## src/rtl/sisc_pkg.sv

```systemverilog
// Shared definitions for the SISC program-control unit: pc_op encodings
// and the default reset vector.
package sisc_pkg;

   // Program-counter operation codes; 5..7 are reserved and behave as SEQ.
   typedef enum logic [2:0] {
      OP_SEQ    = 3'd0,
      OP_BR_REL = 3'd1,
      OP_BR_ABS = 3'd2,
      OP_CALL   = 3'd3,
      OP_RET    = 3'd4
   } pc_op_e;

   // Default PC value loaded on reset.
   localparam int unsigned RESET_VEC_DEFAULT = 0;

endpackage : sisc_pkg

```

## src/rtl/sisc_ras.sv

```systemverilog
// Return-address stack: LIFO of ADDR_W-bit entries with occupancy count.
// The top entry is read combinationally so the PC mux can use it in the
// same cycle a RET is decoded. Push on full and pop on empty are ignored.
module sisc_ras #(
   parameter int ADDR_W    = 16,
   parameter int RAS_DEPTH = 8
) (
   input  logic                         clk,
   input  logic                         rst,
   input  logic                         push,
   input  logic                         pop,
   input  logic [ADDR_W-1:0]            push_data,
   output logic [ADDR_W-1:0]            top,
   output logic [$clog2(RAS_DEPTH):0]   count,
   output logic                         full,
   output logic                         empty
);

   localparam int IDX_W = $clog2(RAS_DEPTH);
   localparam int CNT_W = IDX_W + 1;

   logic [ADDR_W-1:0] mem_q [RAS_DEPTH];
   logic [CNT_W-1:0]  count_q;
   logic [CNT_W-1:0]  count_d;
   logic [IDX_W-1:0]  wr_idx;
   logic [IDX_W-1:0]  top_idx;
   logic              push_ok;
   logic              pop_ok;

   assign full    = (count_q == CNT_W'(RAS_DEPTH));
   assign empty   = (count_q == '0);
   assign push_ok = push & ~full;
   assign pop_ok  = pop & ~empty;

   // The next free slot is the count itself; the top sits just below it.
   assign wr_idx  = count_q[IDX_W-1:0];
   assign top_idx = wr_idx - IDX_W'(1);
   assign top     = mem_q[top_idx];
   assign count   = count_q;

   // Occupancy update; push and pop are never requested together.
   always_comb begin
      count_d = count_q;
      if (push_ok) begin
         count_d = count_q + CNT_W'(1);
      end else if (pop_ok) begin
         count_d = count_q - CNT_W'(1);
      end
   end

   // Occupancy register; reset empties the stack without touching storage.
   always_ff @(posedge clk) begin
      if (rst) begin
         count_q <= '0;
      end else begin
         count_q <= count_d;
      end
   end

   // Entry storage; contents are never cleared, empty count hides them.
   always_ff @(posedge clk) begin
      if (push_ok && !rst) begin
         mem_q[wr_idx] <= push_data;
      end
   end

endmodule : sisc_ras

```

## src/rtl/sisc_pcu.sv

```systemverilog
// SISC program-control unit: registered PC with sequential, relative and
// absolute branches, CALL/RET through a return-address stack, and sticky
// overflow/underflow flags. pc_next is selected combinationally.
module sisc_pcu
   import sisc_pkg::*;
#(
   parameter int                ADDR_W    = 16,
   parameter int                RAS_DEPTH = 8,
   parameter logic [ADDR_W-1:0] RESET_VEC = ADDR_W'(RESET_VEC_DEFAULT)
) (
   input  logic                         clk,
   input  logic                         rst,
   input  logic                         pc_write,
   input  logic [2:0]                   pc_op,
   input  logic                         cond_ok,
   input  logic [ADDR_W-1:0]            imm,
   input  logic                         err_clr,
   output logic [ADDR_W-1:0]            pc,
   output logic [ADDR_W-1:0]            pc_next,
   output logic [$clog2(RAS_DEPTH):0]   ras_count,
   output logic                         ras_full,
   output logic                         ras_empty,
   output logic                         ovf_err,
   output logic                         unf_err
);

   logic [ADDR_W-1:0] pc_q;
   logic [ADDR_W-1:0] pc_d;
   logic [ADDR_W-1:0] pc_plus1;
   logic [ADDR_W-1:0] ras_top;
   logic              ovf_q;
   logic              unf_q;
   logic              push_req;
   logic              pop_req;
   logic              ovf_set;
   logic              unf_set;

   assign pc_plus1 = pc_q + ADDR_W'(1);

   // Next-PC selection and stack/flag requests; untaken ops fall through to pc+1.
   always_comb begin
      pc_d     = pc_plus1;
      push_req = 1'b0;
      pop_req  = 1'b0;
      ovf_set  = 1'b0;
      unf_set  = 1'b0;
      if (cond_ok) begin
         case (pc_op)
            OP_BR_REL: pc_d = pc_plus1 + imm;
            OP_BR_ABS: pc_d = imm;
            OP_CALL: begin
               if (!ras_full) begin
                  push_req = 1'b1;
                  pc_d     = imm;
               end else begin
                  ovf_set  = 1'b1;
               end
            end
            OP_RET: begin
               if (!ras_empty) begin
                  pop_req = 1'b1;
                  pc_d    = ras_top;
               end else begin
                  unf_set = 1'b1;
               end
            end
            default: pc_d = pc_plus1;
         endcase
      end
   end

   // Program counter register, advanced only when pc_write is high.
   always_ff @(posedge clk) begin
      if (rst) begin
         pc_q <= RESET_VEC;
      end else if (pc_write) begin
         pc_q <= pc_d;
      end
   end

   // Sticky error flags: a qualifying set wins over a same-cycle clear.
   always_ff @(posedge clk) begin
      if (rst) begin
         ovf_q <= 1'b0;
         unf_q <= 1'b0;
      end else begin
         if (pc_write && ovf_set) begin
            ovf_q <= 1'b1;
         end else if (err_clr) begin
            ovf_q <= 1'b0;
         end
         if (pc_write && unf_set) begin
            unf_q <= 1'b1;
         end else if (err_clr) begin
            unf_q <= 1'b0;
         end
      end
   end

   sisc_ras #(
      .ADDR_W    (ADDR_W),
      .RAS_DEPTH (RAS_DEPTH)
   ) u_ras (
      .clk       (clk),
      .rst       (rst),
      .push      (push_req & pc_write),
      .pop       (pop_req & pc_write),
      .push_data (pc_plus1),
      .top       (ras_top),
      .count     (ras_count),
      .full      (ras_full),
      .empty     (ras_empty)
   );

   assign pc      = pc_q;
   assign pc_next = pc_d;
   assign ovf_err = ovf_q;
   assign unf_err = unf_q;

endmodule : sisc_pcu

```

## config.mk

```make
export PLATFORM = sky130hd
export DESIGN_NAME = sisc_pcu
export DESIGN_NICKNAME = d
export VERILOG_FILES = /design/src/rtl/sisc_pkg.sv /design/src/rtl/sisc_ras.sv /design/src/rtl/sisc_pcu.sv
export SDC_FILE = /design/constraint.sdc
export NUM_CORES = 1
export LEC_CHECK = 0
export BUFFER_PORTS_ARGS = -buffer_cell sky130_fd_sc_hd__clkbuf_2
export CORE_ASPECT_RATIO = 1.75
export CORE_UTILIZATION = 37
export CTS_CLUSTER_DIAMETER = 60
export DETAILED_ROUTE_END_ITERATION = 8
export GPL_TIMING_DRIVEN = 0
export PLACE_DENSITY_LB_ADDON = 0.3
export SLEW_MARGIN = 20
export SYNTH_ARGS = -nofsm -noshare
export SYNTH_HDL_FRONTEND = slang
export SYNTH_SLANG_ARGS = --single-unit
```

## constraint.sdc

```tcl
create_clock -name clk -period 5.1 [get_ports clk]
set_clock_uncertainty 0.1 [all_clocks]
set_input_delay 0.765 -clock clk [delete_from_list [all_inputs] [get_ports clk]]
set_output_delay 0.765 -clock clk [all_outputs]
set_load 0.05 [all_outputs]
```

# [After elaboration in Yosys (flattened, before gate mapping)]
# Memory sizes are Yosys's and may differ from the RTL's.
# Index checks and enable logic that the tools add are counted.
[op_classes] n_addsub=5 n_eq_ne=5 mux=23 n_bitwise=6 n_reduce_logical=8
[op_table] cell="one-hot mux 16 bit (4 select lines)" n=1
[op_table] cell="2-to-1 mux 16 bit" n=3
[op_table] cell="2-to-1 mux 1 bit" n=17
[op_table] cell="adder 16 x 1 -> 16 bit (second input constant)" n=1
[op_table] cell="adder 16 bit" n=1
[op_table] cell="2-to-1 mux 4 bit" n=2
[op_table] cell="equality test 3 x 2 -> 1 bit (second input constant)" n=2
[op_table] cell="nonzero test 2 bit" n=3
[op_table] cell="adder 4 x 1 -> 4 bit (second input constant)" n=1
[op_table] cell="AND 1 bit" n=4
[op_table] cell="equality test 4 bit (second input constant)" n=1
[op_table] cell="logical NOT 4 bit" n=1
[op_table] cell="subtractor 4 x 1 -> 4 bit (second input constant)" n=1
[op_table] cell="equality test 3 x 1 -> 1 bit (second input constant)" n=1
[op_table] cell="equality test 3 bit (second input constant)" n=1
[op_table] cell="logical AND 1 bit" n=3
[op_table] cell="subtractor 3 x 1 -> 3 bit (second input constant)" n=1
[op_table] cell="NOT 1 bit" n=2
[op_table] cell="logical NOT 1 bit" n=1
[totals] regBits=22 ramBits=128 input_bits=24 output_inout_bits=40 n_memories=1
[mem_list] name="u_ras.mem_q" words=8 word_bits=16 rd=1 rd_ports_with_merged_regs=0 write_ports=1 line="sisc_ras.sv:22" text="logic [ADDR_W-1:0] mem_q [RAS_DEPTH];"

# [Depth between registers and ports, before layout]
[logic_depth] depth_word=9 depth_mapped=14 depth_no_buf=13

# [By module]
# From an unflattened synthesis, not the netlist that was laid out.
[unflattened] cells_unflattened=567 hier_area_um2=7618.6
[modules_own_cells] mod="sisc_ras" instances=1 cells_each=235 area_each_um2=5208.7 seq_area_each_um2=3923.8
[modules_own_cells] mod="sisc_pcu" instances=1 cells_each=332 area_each_um2=2409.8 seq_area_each_um2=360.3

# [Least setup slack after synthesis]
# No wires, ideal clock.
[synth_path] path_type="reg2out" start="reg u_ras.count_q[0], in the netlist u_ras.count[0]" end="out pc_next[9]" t_arrival_ps=4155 t_required_ps=4235 path_slack_ps=80 path_stages_with_launch=12 path_buffers=4 path_cell_list="dfxtp_1 > buf_2 > buf_1 > inv_1 > ha_1 > buf_2 > clkbuf_1 > mux4_2 > mux2i_1 > o21ai_0 > a21oi_1 > o21ai_0"
[synth_via] elab_chain_len=5 elab_cells_between_ends=8 cone_classes="add/sub: 1; eq/ne: 1; mux: 4; reduce/logical: 1; memory: 1"
[synth_rtl] element="start: declaration" line="sisc_ras.sv:23" text="logic [CNT_W-1:0] count_q;"
[synth_rtl] element="start signal: assignment" line="sisc_ras.sv:56" text="count_q <= count_d;"
[synth_rtl] element="subtractor 3 x 1 -> 3 bit" line="sisc_ras.sv:37" text="assign top_idx = wr_idx - IDX_W'(1);"
[synth_rtl] element="memory read (8 x 16 bit)"
[synth_rtl] element="2-to-1 mux 16 bit" line="sisc_pcu.sv:60" text="if (!ras_empty) begin"
[synth_rtl] element="one-hot mux 16 bit (4 select lines) (*)" line="sisc_pcu.sv:48" text="case (pc_op)"
[synth_rtl] element="2-to-1 mux 16 bit (*)" line="sisc_pcu.sv:47" text="if (cond_ok) begin"
[synth_rtl] element="end: declaration" line="sisc_pcu.sv:19" text="output logic [ADDR_W-1:0] pc_next,"
# Every way passes the cells marked *; elsewhere a longest branch is shown, timed or not.

# [Final worst setup path]
[layout_path] start="reg pc_q[0], in the netlist pc[0]" end="out pc_next[15]"
[layout_via] elab_chain_len=4 elab_cells_between_ends=6 cone_classes="add/sub: 2; mux: 4"
[layout_rtl] element="start: declaration" line="sisc_pcu.sv:27" text="logic [ADDR_W-1:0] pc_q;"
[layout_rtl] element="start signal: assignment" line="sisc_pcu.sv:77" text="pc_q <= pc_d;"
[layout_rtl] element="adder 16 x 1 -> 16 bit" line="sisc_pcu.sv:38" text="assign pc_plus1 = pc_q + ADDR_W'(1);"
[layout_rtl] element="via pc_plus1[10]" line="sisc_pcu.sv:29" text="logic [ADDR_W-1:0] pc_plus1;"
[layout_rtl] element="adder 16 bit" line="sisc_pcu.sv:49" text="OP_BR_REL: pc_d = pc_plus1 + imm;"
[layout_rtl] element="one-hot mux 16 bit (4 select lines)" line="sisc_pcu.sv:48"
[layout_rtl] element="2-to-1 mux 16 bit" line="sisc_pcu.sv:47"
# The timed path passes the listed nets, and every way through them passes these cells.

==> flow_metrics.env <==
export IMPL_critPathKind="register to output pin"
export IMPL_setup_viol=0
export IMPL_path_cells="ha_2 -> nand4_1 -> nor2_1 -> nand2_1 -> xnor2_4 -> ha_1 -> and3_1 -> o2111a_1 -> nor3_1 -> mux2i_1 -> mux2i_2 -> nand2_1 -> clkbuf_2"
export IMPL_synth_edff_count=128
export IMPL_slowest_stage="dfxtp_1"
export IMPL_num_vias=5027
export IMPL_vdd_drop_max_uv=341
export IMPL_fin_hold_ws_ns=0.376
export IMPL_yosysTopAreaCellShare_pct=51.9
export IMPL_die_y_um=189
export IMPL_grt_use_met1_pct=24.2
export IMPL_final_instance_count_excl_fill=899
export IMPL_dp_hpwl_um=14700
export IMPL_critPathMaxStageDelay_ns=0.46
export IMPL_cp_top_family="simple AND/OR/NAND/NOR gates"
export IMPL_leakagePower_uw=0.00335
export IMPL_synth_cell_area_um2=7400
export IMPL_crit_buf_inv=1
export IMPL_grt_pass1_vias=5182
export IMPL_met2_usage_pct=34.9
export IMPL_yosysSeqAreaShare_pct=57.9
export IMPL_ys_warn_count=0
export IMPL_finalCritPeriodShare_pct=95.3
export IMPL_core_area_um2=19700
export IMPL_via_per_inst=5.59
export IMPL_ctsRootBufferMaster="clkbuf_16"
export IMPL_grt_use_total_pct=20.6
export IMPL_cp_data_arrival_time_ns=4.00
export IMPL_dieArea_um2=20600
export IMPL_nets=689
export IMPL_fp_row_count=68
export IMPL_ys_ff_latch=150
export IMPL_post_route_min_period_ns=4.86
export IMPL_synth_commonest_cells="edfxtp_1, nor2_1, nand2_1"
export IMPL_cp_end_kind="output pin"
export IMPL_antenna_found_initial=0
export IMPL_synth_avg_cell_area_um2=13.5
export IMPL_hold_violations=0
export IMPL_rsz0062_at_grt="false"
export IMPL_wl_um=19800
export IMPL_drv_slew=0
export IMPL_synth_area_leaders="edfxtp_1, mux4_2, dfxtp_1"
export IMPL_busiest_layer="met2"
export IMPL_clk_path_buf_depth=2
export IMPL_grtUsageMet3_pct=3.48
export IMPL_h_tree_depth=4
export IMPL_place_gp_congestion=0.928
export IMPL_crit_path_start_kind="register"
export IMPL_clock_sinks=150
export IMPL_finalWorstSetupSlack_ns=0.237
export IMPL_drcViolationCount=0
export IMPL_wl_per_cell_um=22.0
export IMPL_required_ns=4.24
export IMPL_synth_main_ff_cell="edfxtp_1"
export IMPL_drtIter0Drc=398
export IMPL_path_common_cell="nand2_1"
export IMPL_worstPathMaxFanout=11
export IMPL_stdcell_area_um2=8990
export IMPL_power_density_nw_per_um2=348
export IMPL_ios=64
export IMPL_tightest_slew_ns=0.909
export IMPL_worst_hold_path_type="register to register"
export IMPL_status="complete, no violations"
export IMPL_numCtsBuffers=17
export IMPL_dp_cells=861
export IMPL_fmax_ghz=0.206
export IMPL_synth_most_common_cell="edfxtp_1"
export IMPL_portBuffers=62
export IMPL_slew_limit_headroom_pct=39.2
export IMPL_clk_pin_slew_ns=0.06
export IMPL_worstSkewPairLatency_ns=0.43
export IMPL_insertedDiodeCount=0
export IMPL_grt_max_degree=17
export IMPL_antenna_left=0
export IMPL_cts_tree="done"
export IMPL_synth_largest_area_cell="edfxtp_1"
export IMPL_dp_slack_ns=-0.474
export IMPL_synthArstFlopShare_pct=0
export IMPL_cts_hold_buffers=0
export IMPL_dieWidth_um=109
export IMPL_first_pass_iters=5
export IMPL_synth_nets=596
export IMPL_grt_ovfl_total=0
export IMPL_synthCells=548
export IMPL_area_delta_synth_final_pct=21.5
export IMPL_grt_pass1_wl_um=30400
export IMPL_synthDistinctLibCells=64
export IMPL_maxCapViolCount=0
export IMPL_postPlaceCellArea_um2=8130
export IMPL_drive_gt1_share_pct=28.7
export IMPL_initial_core_util_pct=37.7
[routing by layer]
layer,wire [um],vias up
li1,-,2304
met1,7570,2471
met2,10200,207
met3,1000,45
met4,1030,0
met5,0,-
[area by class of cell]
| class | count | area [um2] |
|---|---|---|
| Clock buffer | 19 | 433 |
| Timing Repair Buffer | 75 | 415 |
| Tap cell | 245 | 307 |
| Clock inverter | 13 | 228 |
| Sequential cell | 150 | 4290 |
| Buffer | 24 | 121 |
| Multi-Input combinational cell | 360 | 3160 |
| Inverter | 13 | 48.8 |
| Fill cell | 1732 | 10700 |
[report_power, final]
part	internal [uW]	switching [uW]
registers	1340	14.3
logic	122	237
clock network	917	499
[sequential cells by signal, summed over array words and instances, names as in the netlist]
name         count
pc              16
u_ras.mem_q    128
unf_err          1
u_ras.count      4
ovf_err          1
[path summary, 6_finish.rpt]
check	depth (start not counted)	end	from	slack, ns
max	13	pc_next[15]	pc[0]	0.24
min	2	ovf_err	ovf_err	0.38
max reg2reg	13	u_ras.mem_q[0][3]	u_ras.count[0]	1.24
min reg2reg	2	ovf_err	ovf_err	0.38
[what timing repair did]
item	CTS	global route
pin swaps	0	3
buffers inserted	0	7
resized for setup	13	18
setup endpoints to repair	16	8
[metrics by stage]
step                      util (%)  total power, uW  TNS, ns
after global placement        40.8             1720   -24.13
after global routing          45.8             3210        0
after floorplan                  -             1620        0
final                         45.8             3130        0
after CTS                     45.1             3140        0
after detailed placement      41.3             1720    -2.23
[cells by family after synthesis]
logic type                 share of synthesized area (%)
DFF                                                 57.9
and+or+nand+nor                                     9.50
AOI/OAI and AO/OA                                   9.70
muxes                                               12.7
buffers and inverters                               2.16
xor gates and xnor gates                            3.80
adders and majority gates                           4.26
[placed cells by master (no fill, tap or decap), types with 4 or more instances in the layout]
cell type    n
nand2b_1    12
mux2_2       5
nand2_1     39
nor3_1       4
mux4_2      32
ha_1        20
nor3_2       4
a21oi_1     27
o21ai_0     23
o21a_1       7
and2_1       4
buf_2        6
edfxtp_1   128
xnor2_1     12
bufinv_16    6
clkbuf_1    14
mux2i_1     15
a222oi_1     5
xnor2_2      6
inv_1       12
xor2_1       5
nor2_1      38
clkbuf_2    63
a21o_1       6
nor2_4       4
nor2b_1      5
dfxtp_1     21
nand3_1     11
o22ai_1      5
buf_4       13
a211oi_1     6
clkbuf_16   17
[tightest hold or removal path, cell delays in order (launching register included)]
cell and delay (ns):
dfxtp_1 0.31, nand2b_1 0.06, a21oi_1 0.05
(Power assumes the default switching activity.)
